==> src/rtl/usb_hid_kbd_report_gen_if.sv <==
// Key-event input and EP81 IN byte-stream handshake of the HID keyboard report generator.
// slave = generator side, master = key source / endpoint side.
interface usb_hid_kbd_report_gen_if;
  logic [15:0] key_value;
  logic        key_request;
  logic        key_ready;
  logic [7:0]  ep_data;
  logic        ep_valid;
  logic        ep_ready;

  modport slave  (input  key_value, key_request, ep_ready,
                  output key_ready, ep_data, ep_valid);
  modport master (output key_value, key_request, ep_ready,
                  input  key_ready, ep_data, ep_valid);
endinterface

==> src/rtl/usb_hid_kbd_report_gen.sv <==
// HID boot-keyboard report generator: queues key events and streams one press report
// followed by one all-zero release report per event onto the EP81 IN byte stream.
module usb_hid_kbd_report_gen #(
  parameter int NKEY        = 6,
  parameter int FIFO_DEPTH  = 16,
  parameter int RELEASE_GAP = 0,
  parameter int DROP_W      = 8
) (
  input  logic                    clk,
  input  logic                    rstn,
  input  logic                    usb_rstn,
  usb_hid_kbd_report_gen_if.slave kbd,
  output logic                    busy,
  output logic [DROP_W-1:0]       drop_cnt
);
  localparam int RLEN = 2 + NKEY;
  localparam int IW   = $clog2(RLEN);
  localparam int AW   = $clog2(FIFO_DEPTH);
  localparam int GW   = (RELEASE_GAP > 1) ? $clog2(RELEASE_GAP) : 1;
  localparam logic [AW:0] FULL_CNT = (AW+1)'(FIFO_DEPTH);

  typedef enum logic [1:0] {S_IDLE, S_PRESS, S_GAP, S_REL} state_e;

  logic [15:0]       mem_q [FIFO_DEPTH];
  logic [AW-1:0]     wr_ptr_q, wr_ptr_d, rd_ptr_q, rd_ptr_d;
  logic [AW:0]       cnt_q, cnt_d;
  logic [DROP_W-1:0] drop_q, drop_d;
  logic              full, empty, push, pop;

  state_e            state_q;
  logic [15:0]       hold_q;
  logic [IW-1:0]     idx_q, idx_nx;
  logic [GW-1:0]     gap_q;
  logic              ep_valid_q;
  logic [7:0]        ep_data_q;
  logic              last;

  function automatic logic [7:0] press_byte(input logic [15:0] ev, input logic [IW-1:0] i);
    if (i == '0)      return ev[15:8];
    if (i == IW'(2))  return ev[7:0];
    return 8'h00;
  endfunction

  // full is taken from the registered count, so a same-cycle pop never frees a slot
  assign full  = (cnt_q == FULL_CNT);
  assign empty = (cnt_q == '0);
  assign push  = usb_rstn && kbd.key_request && !full;
  assign pop   = usb_rstn && (state_q == S_IDLE) && !empty;

  always_comb begin
    wr_ptr_d = wr_ptr_q + AW'(push);
    rd_ptr_d = rd_ptr_q + AW'(pop);
    cnt_d    = cnt_q + (AW+1)'(push) - (AW+1)'(pop);
    drop_d   = drop_q;
    if (usb_rstn && kbd.key_request && full && (drop_q != '1))
      drop_d = drop_q + DROP_W'(1);
    if (!usb_rstn) begin
      wr_ptr_d = '0;
      rd_ptr_d = '0;
      cnt_d    = '0;
      drop_d   = '0;
    end
  end

  always_ff @(posedge clk or negedge rstn) begin
    if (!rstn) begin
      wr_ptr_q <= '0;
      rd_ptr_q <= '0;
      cnt_q    <= '0;
      drop_q   <= '0;
    end else begin
      wr_ptr_q <= wr_ptr_d;
      rd_ptr_q <= rd_ptr_d;
      cnt_q    <= cnt_d;
      drop_q   <= drop_d;
    end
  end

  always_ff @(posedge clk) begin
    if (push) mem_q[wr_ptr_q] <= kbd.key_value;
  end

  assign last   = (idx_q == IW'(RLEN-1));
  assign idx_nx = last ? '0 : idx_q + IW'(1);

  // PRESS spends its first cycle loading b0, which gives the two-cycle push-to-valid latency
  always_ff @(posedge clk or negedge rstn) begin
    if (!rstn) begin
      state_q    <= S_IDLE;
      hold_q     <= '0;
      idx_q      <= '0;
      gap_q      <= '0;
      ep_valid_q <= 1'b0;
      ep_data_q  <= '0;
    end else if (!usb_rstn) begin
      state_q    <= S_IDLE;
      hold_q     <= '0;
      idx_q      <= '0;
      gap_q      <= '0;
      ep_valid_q <= 1'b0;
      ep_data_q  <= '0;
    end else begin
      case (state_q)
        S_IDLE: begin
          if (pop) begin
            hold_q  <= mem_q[rd_ptr_q];
            idx_q   <= '0;
            state_q <= S_PRESS;
          end
        end
        S_PRESS: begin
          if (!ep_valid_q) begin
            ep_valid_q <= 1'b1;
            ep_data_q  <= press_byte(hold_q, idx_q);
          end else if (kbd.ep_ready) begin
            idx_q <= idx_nx;
            if (last) begin
              ep_data_q <= 8'h00;
              if (RELEASE_GAP > 0) begin
                state_q    <= S_GAP;
                ep_valid_q <= 1'b0;
                gap_q      <= '0;
              end else begin
                state_q    <= S_REL;
              end
            end else begin
              ep_data_q <= press_byte(hold_q, idx_nx);
            end
          end
        end
        S_GAP: begin
          if (gap_q == GW'(RELEASE_GAP-1)) begin
            state_q    <= S_REL;
            ep_valid_q <= 1'b1;
          end else begin
            gap_q <= gap_q + GW'(1);
          end
        end
        S_REL: begin
          if (kbd.ep_ready) begin
            idx_q <= idx_nx;
            if (last) begin
              state_q    <= S_IDLE;
              ep_valid_q <= 1'b0;
            end
          end
        end
        default: state_q <= S_IDLE;
      endcase
    end
  end

  assign kbd.ep_valid  = ep_valid_q;
  assign kbd.ep_data   = ep_data_q;
  assign kbd.key_ready = !full;
  assign busy          = !empty || (state_q != S_IDLE);
  assign drop_cnt      = drop_q;
endmodule

==> src/flat_wrapper.sv <==
// flat-port wrapper written by rule: the top's interface ports become plain ports
module usb_hid_kbd_report_gen_flat 
#(
  parameter int NKEY        = 6,
  parameter int FIFO_DEPTH  = 16,
  parameter int RELEASE_GAP = 0,
  parameter int DROP_W      = 8
)
  (clk, rstn, usb_rstn, busy, drop_cnt, kbd_key_value, kbd_key_request, kbd_ep_ready, kbd_key_ready, kbd_ep_data, kbd_ep_valid);
  usb_hid_kbd_report_gen_if kbd_i ();
  input  logic clk;
  input  logic rstn;
  input  logic usb_rstn;
  output logic busy;
  output logic [DROP_W-1:0] drop_cnt;
  input wire logic [$bits(kbd_i.key_value)-1:0] kbd_key_value;
  input wire logic [$bits(kbd_i.key_request)-1:0] kbd_key_request;
  input wire logic [$bits(kbd_i.ep_ready)-1:0] kbd_ep_ready;
  output wire logic [$bits(kbd_i.key_ready)-1:0] kbd_key_ready;
  output wire logic [$bits(kbd_i.ep_data)-1:0] kbd_ep_data;
  output wire logic [$bits(kbd_i.ep_valid)-1:0] kbd_ep_valid;
  assign kbd_i.key_value = kbd_key_value;
  assign kbd_i.key_request = kbd_key_request;
  assign kbd_i.ep_ready = kbd_ep_ready;
  assign kbd_key_ready = kbd_i.key_ready;
  assign kbd_ep_data = kbd_i.ep_data;
  assign kbd_ep_valid = kbd_i.ep_valid;
  usb_hid_kbd_report_gen #(.NKEY(NKEY), .FIFO_DEPTH(FIFO_DEPTH), .RELEASE_GAP(RELEASE_GAP), .DROP_W(DROP_W)) u_core (.clk(clk), .rstn(rstn), .usb_rstn(usb_rstn), .kbd(kbd_i), .busy(busy), .drop_cnt(drop_cnt));
endmodule
==> config.mk <==
export PLATFORM = sky130hd
export DESIGN_NAME = usb_hid_kbd_report_gen_flat
export DESIGN_NICKNAME = d
export VERILOG_FILES = /design/src/rtl/usb_hid_kbd_report_gen_if.sv /design/src/rtl/usb_hid_kbd_report_gen.sv /design/src/flat_wrapper.sv
export SDC_FILE = /design/constraint.sdc
export NUM_CORES = 1
export LEC_CHECK = 0
export BUFFER_PORTS_ARGS = -buffer_cell sky130_fd_sc_hd__buf_2
export CAP_MARGIN = 20
export CORE_MARGIN = 3
export CORE_UTILIZATION = 28
export CTS_CLUSTER_SIZE = 10
export DETAILED_ROUTE_END_ITERATION = 6
export PLACE_DENSITY = 0.42
export SYNTH_ARGS = -nofsm -noshare
export SYNTH_HDL_FRONTEND = slang
export SYNTH_SLANG_ARGS = --single-unit
==> constraint.sdc <==
create_clock -name clk -period 6.1 [get_ports clk]
set_clock_uncertainty 0.15 [all_clocks]
set_input_delay 0.915 -clock clk [delete_from_list [all_inputs] [get_ports clk]]
set_output_delay 0.915 -clock clk [all_outputs]
set_load 0.01 [all_outputs]
==> flow_metrics.env <==
export IMPL_status="complete, no violations"
export IMPL_cts_sinks=308
export IMPL_final_cell_mix="edfxtp_1, mux4_2, dfrtp_1"
export IMPL_nets=772
export IMPL_cts_resized=0
export IMPL_slowest_delay_ps=680
export IMPL_die_area_um2=47100
export IMPL_worstReg2RegStart="u_core.cnt_q[2]"
export IMPL_worstPathRequired_ps=6180
export IMPL_dp_cells=1276
export IMPL_n_fill_cell=4208
export IMPL_clock_latency_ps=540
export IMPL_postSynthAreaPerCell_um2=18.5
export IMPL_drtAntennaViolNets=0
export IMPL_routedWlPerCell_um=22.4
export IMPL_area_delta_synth_final_pct=16.1
export IMPL_power_leakage_nw=4.76
export IMPL_maxSlewViolCount=0
export IMPL_synth_ff_type="edfxtp_1"
export IMPL_max_freq_mhz=315
export IMPL_syn_cell_area_um2=12500
export IMPL_drive_gt1_frac=0.258
export IMPL_crit_path_end="u_core.mem_q[3][6]"
export IMPL_cts_setup_buffers=0
export IMPL_syn_num_nets=713
export IMPL_instances_no_fill=1337
export IMPL_start_kind="flop"
export IMPL_first_iter_violations=558
export IMPL_viasPerCell=4.72
export IMPL_numCtsBuffers=39
export IMPL_cts_tree="yes"
export IMPL_synthCells=673
export IMPL_start_util=0.287
export IMPL_ys_warnings_count=0
export IMPL_drtPass1Iterations=5
export IMPL_r2r_slack_ps=2920
export IMPL_synth_edff_count=256
export IMPL_antenna_found_initial=2
export IMPL_max_cap_violations=0
export IMPL_ys_async_sr_fraction=0.169
export IMPL_wirelength_um=30000
export IMPL_r2r_end="u_core.mem_q[3][6]"
export IMPL_fp_coreArea_um2=43600
export IMPL_grt_max_degree=53
export IMPL_groute_usage_overall=0.130
export IMPL_min_period_ps=3180
export IMPL_synth_cell_type_count=50
export IMPL_cp_slowest_cell="nor3_2"
export IMPL_worstPathArrival_ps=3250
export IMPL_peakVddDrop_mv=0.172
export IMPL_htree_levels=2
export IMPL_worst_r2r_cell_count=7
export IMPL_port_buffer_count=39
export IMPL_dp_hpwl_um=19300
export IMPL_path_cells="inv_1, ha_1, and4bb_2, nor2_1, nand3_1, nor3_2, buf_4"
export IMPL_tns_ps=0
export IMPL_drc_errors=0
export IMPL_vias=6316
export IMPL_cts_root_buf="clkbuf_16"
export IMPL_max_slew_worst_pin_slew_ps=1050
export IMPL_yosys_register_bits=308
export IMPL_gp_congestion=0.775
export IMPL_crit_type="flop to flop"
export IMPL_power_density_nw_per_um2=391
export IMPL_rsz0062_at_grt="no"
export IMPL_hold_viol=0
export IMPL_num_io_pins=40
export IMPL_seq_area_frac_synth=0.720
export IMPL_startpoint="u_core.cnt_q[2]"
export IMPL_num_rows=76
export IMPL_hold_class="input port to async pin"
export IMPL_hold_ws_ps=355
export IMPL_overflow=0
export IMPL_cts_hold_buf=0
export IMPL_cp_end_kind="flop"
export IMPL_clockBufferDepth=3
export IMPL_clkTransAtPathRegs_ps=50
export IMPL_grt_pass1_wl_um=45200
export IMPL_fin_crit_sh=0.521
export IMPL_maxSlewHeadroom=0.300
export IMPL_grt_pass1_vias=6819
export IMPL_final_common_cell="edfxtp_1"
export IMPL_die_x_um=217
export IMPL_die_h_um=217
export IMPL_setup_viol=0
export IMPL_crit_fanout=9
-- cells by family after synthesis --
group | Yosys count | share of synthesized area
and+or+nand+nor | 115 | 0.0468
AOI/OAI and AO/OA | 82 | 0.0498
xor gates and xnor gates | 8 | 0.00561
buffers and inverters | 47 | 0.0173
muxes | 94 | 0.141
DFF | 308 | 0.720
adders and majority gates | 19 | 0.0196
-- stage by stage --
stage	utilization	setup WS (ps)	power, mW	cell area, um^2
2_1_floorplan	-	2960	3.37	12500
3_5_place_dp	0.308	2530	3.73	13400
3_3_place_gp	0.307	2640	3.71	13400
4_1_cts	0.333	2860	5.77	14500
5_1_grt	0.333	2660	5.98	14500
6_report	0.333	2920	5.67	14500
-- area by class of cell --
type,count,area (um^2),share of cell area
well taps,585,732,0.0505
flip-flops and latches,308,8990,0.621
clock inverters,8,65.1,0.00449
repair buffers,49,290,0.0200
diodes,1,2.50,0.000173
multi-input cells,318,3330,0.229
inverters,16,60.1,0.00414
clock buffers,52,1020,0.0707
-- power by group --
group / internal, mW / switching [mW]
clock network: 1.17 / 0.838
registers: 2.41 / 0.179
logic: 0.523 / 0.554
total: 4.10 / 1.57
-- per-layer routing --
| layer | wire length, um | GRT usage |
|---|---|---|
| met4 | 555 | 0.0304 |
| met5 | 0 | 0 |
| met2 | 14600 | 0.214 |
| met1 | 13200 | 0.178 |
| met3 | 1560 | 0.0286 |
-- critical path, delay by kind of cell, from the launching register on --
family                     cells  cell delay [ps]
and+or+nand+nor                4             1740
buffers and inverters          2              400
DFF                            1              360
adders and majority gates      1              210
-- synth_stat cells, types with 6 or more instances --
| master | n | share of area |
|---|---|---|
| ha_1 | 18 | 0.018 |
| and2_1 | 6 | 0.0030 |
| a211oi_1 | 8 | 0.0048 |
| mux2i_1 | 20 | 0.016 |
| buf_4 | 7 | 0.0042 |
| edfxtp_1 | 256 | 0.62 |
| dfrtp_1 | 52 | 0.10 |
| mux4_2 | 64 | 0.12 |
| a22oi_1 | 24 | 0.014 |
| nand2_1 | 31 | 0.0093 |
| inv_1 | 15 | 0.0045 |
| a21oi_1 | 9 | 0.0036 |
| o211ai_1 | 16 | 0.0096 |
| nor3_1 | 6 | 0.0024 |
| nand3_1 | 9 | 0.0036 |
| a2bb2oi_1 | 8 | 0.0056 |
| clkbuf_1 | 14 | 0.0042 |
| nor2_1 | 35 | 0.011 |
| mux2_2 | 8 | 0.0072 |
-- state kept, by name, indices dropped and copies added (netlist names) --
signal,cells
u_core.kbd.ep_valid,1
u_core.wr_ptr_q,4
u_core.cnt_q,5
u_core.idx_q,3
u_core.rd_ptr_q,4
u_core.gap_q,1
u_core.state_q,2
u_core.drop_cnt,8
u_core.hold_q,16
u_core.mem_q,256
u_core.kbd.ep_data,8
-- how the worst min path moves through the flow --
stage                       endpoint  cells after the start          from
2_1_floorplan           u_core.gap_q                      2  u_core.gap_q
3_3_place_gp            u_core.gap_q                      2  u_core.gap_q
3_5_place_dp            u_core.gap_q                      2  u_core.gap_q
4_1_cts            u_core.state_q[0]                      2          rstn
5_1_grt        u_core.kbd.ep_data[2]                      2          rstn
6_report       u_core.kbd.ep_data[2]                      2          rstn
No activity file was read; power rests on OpenSTA's default activity.
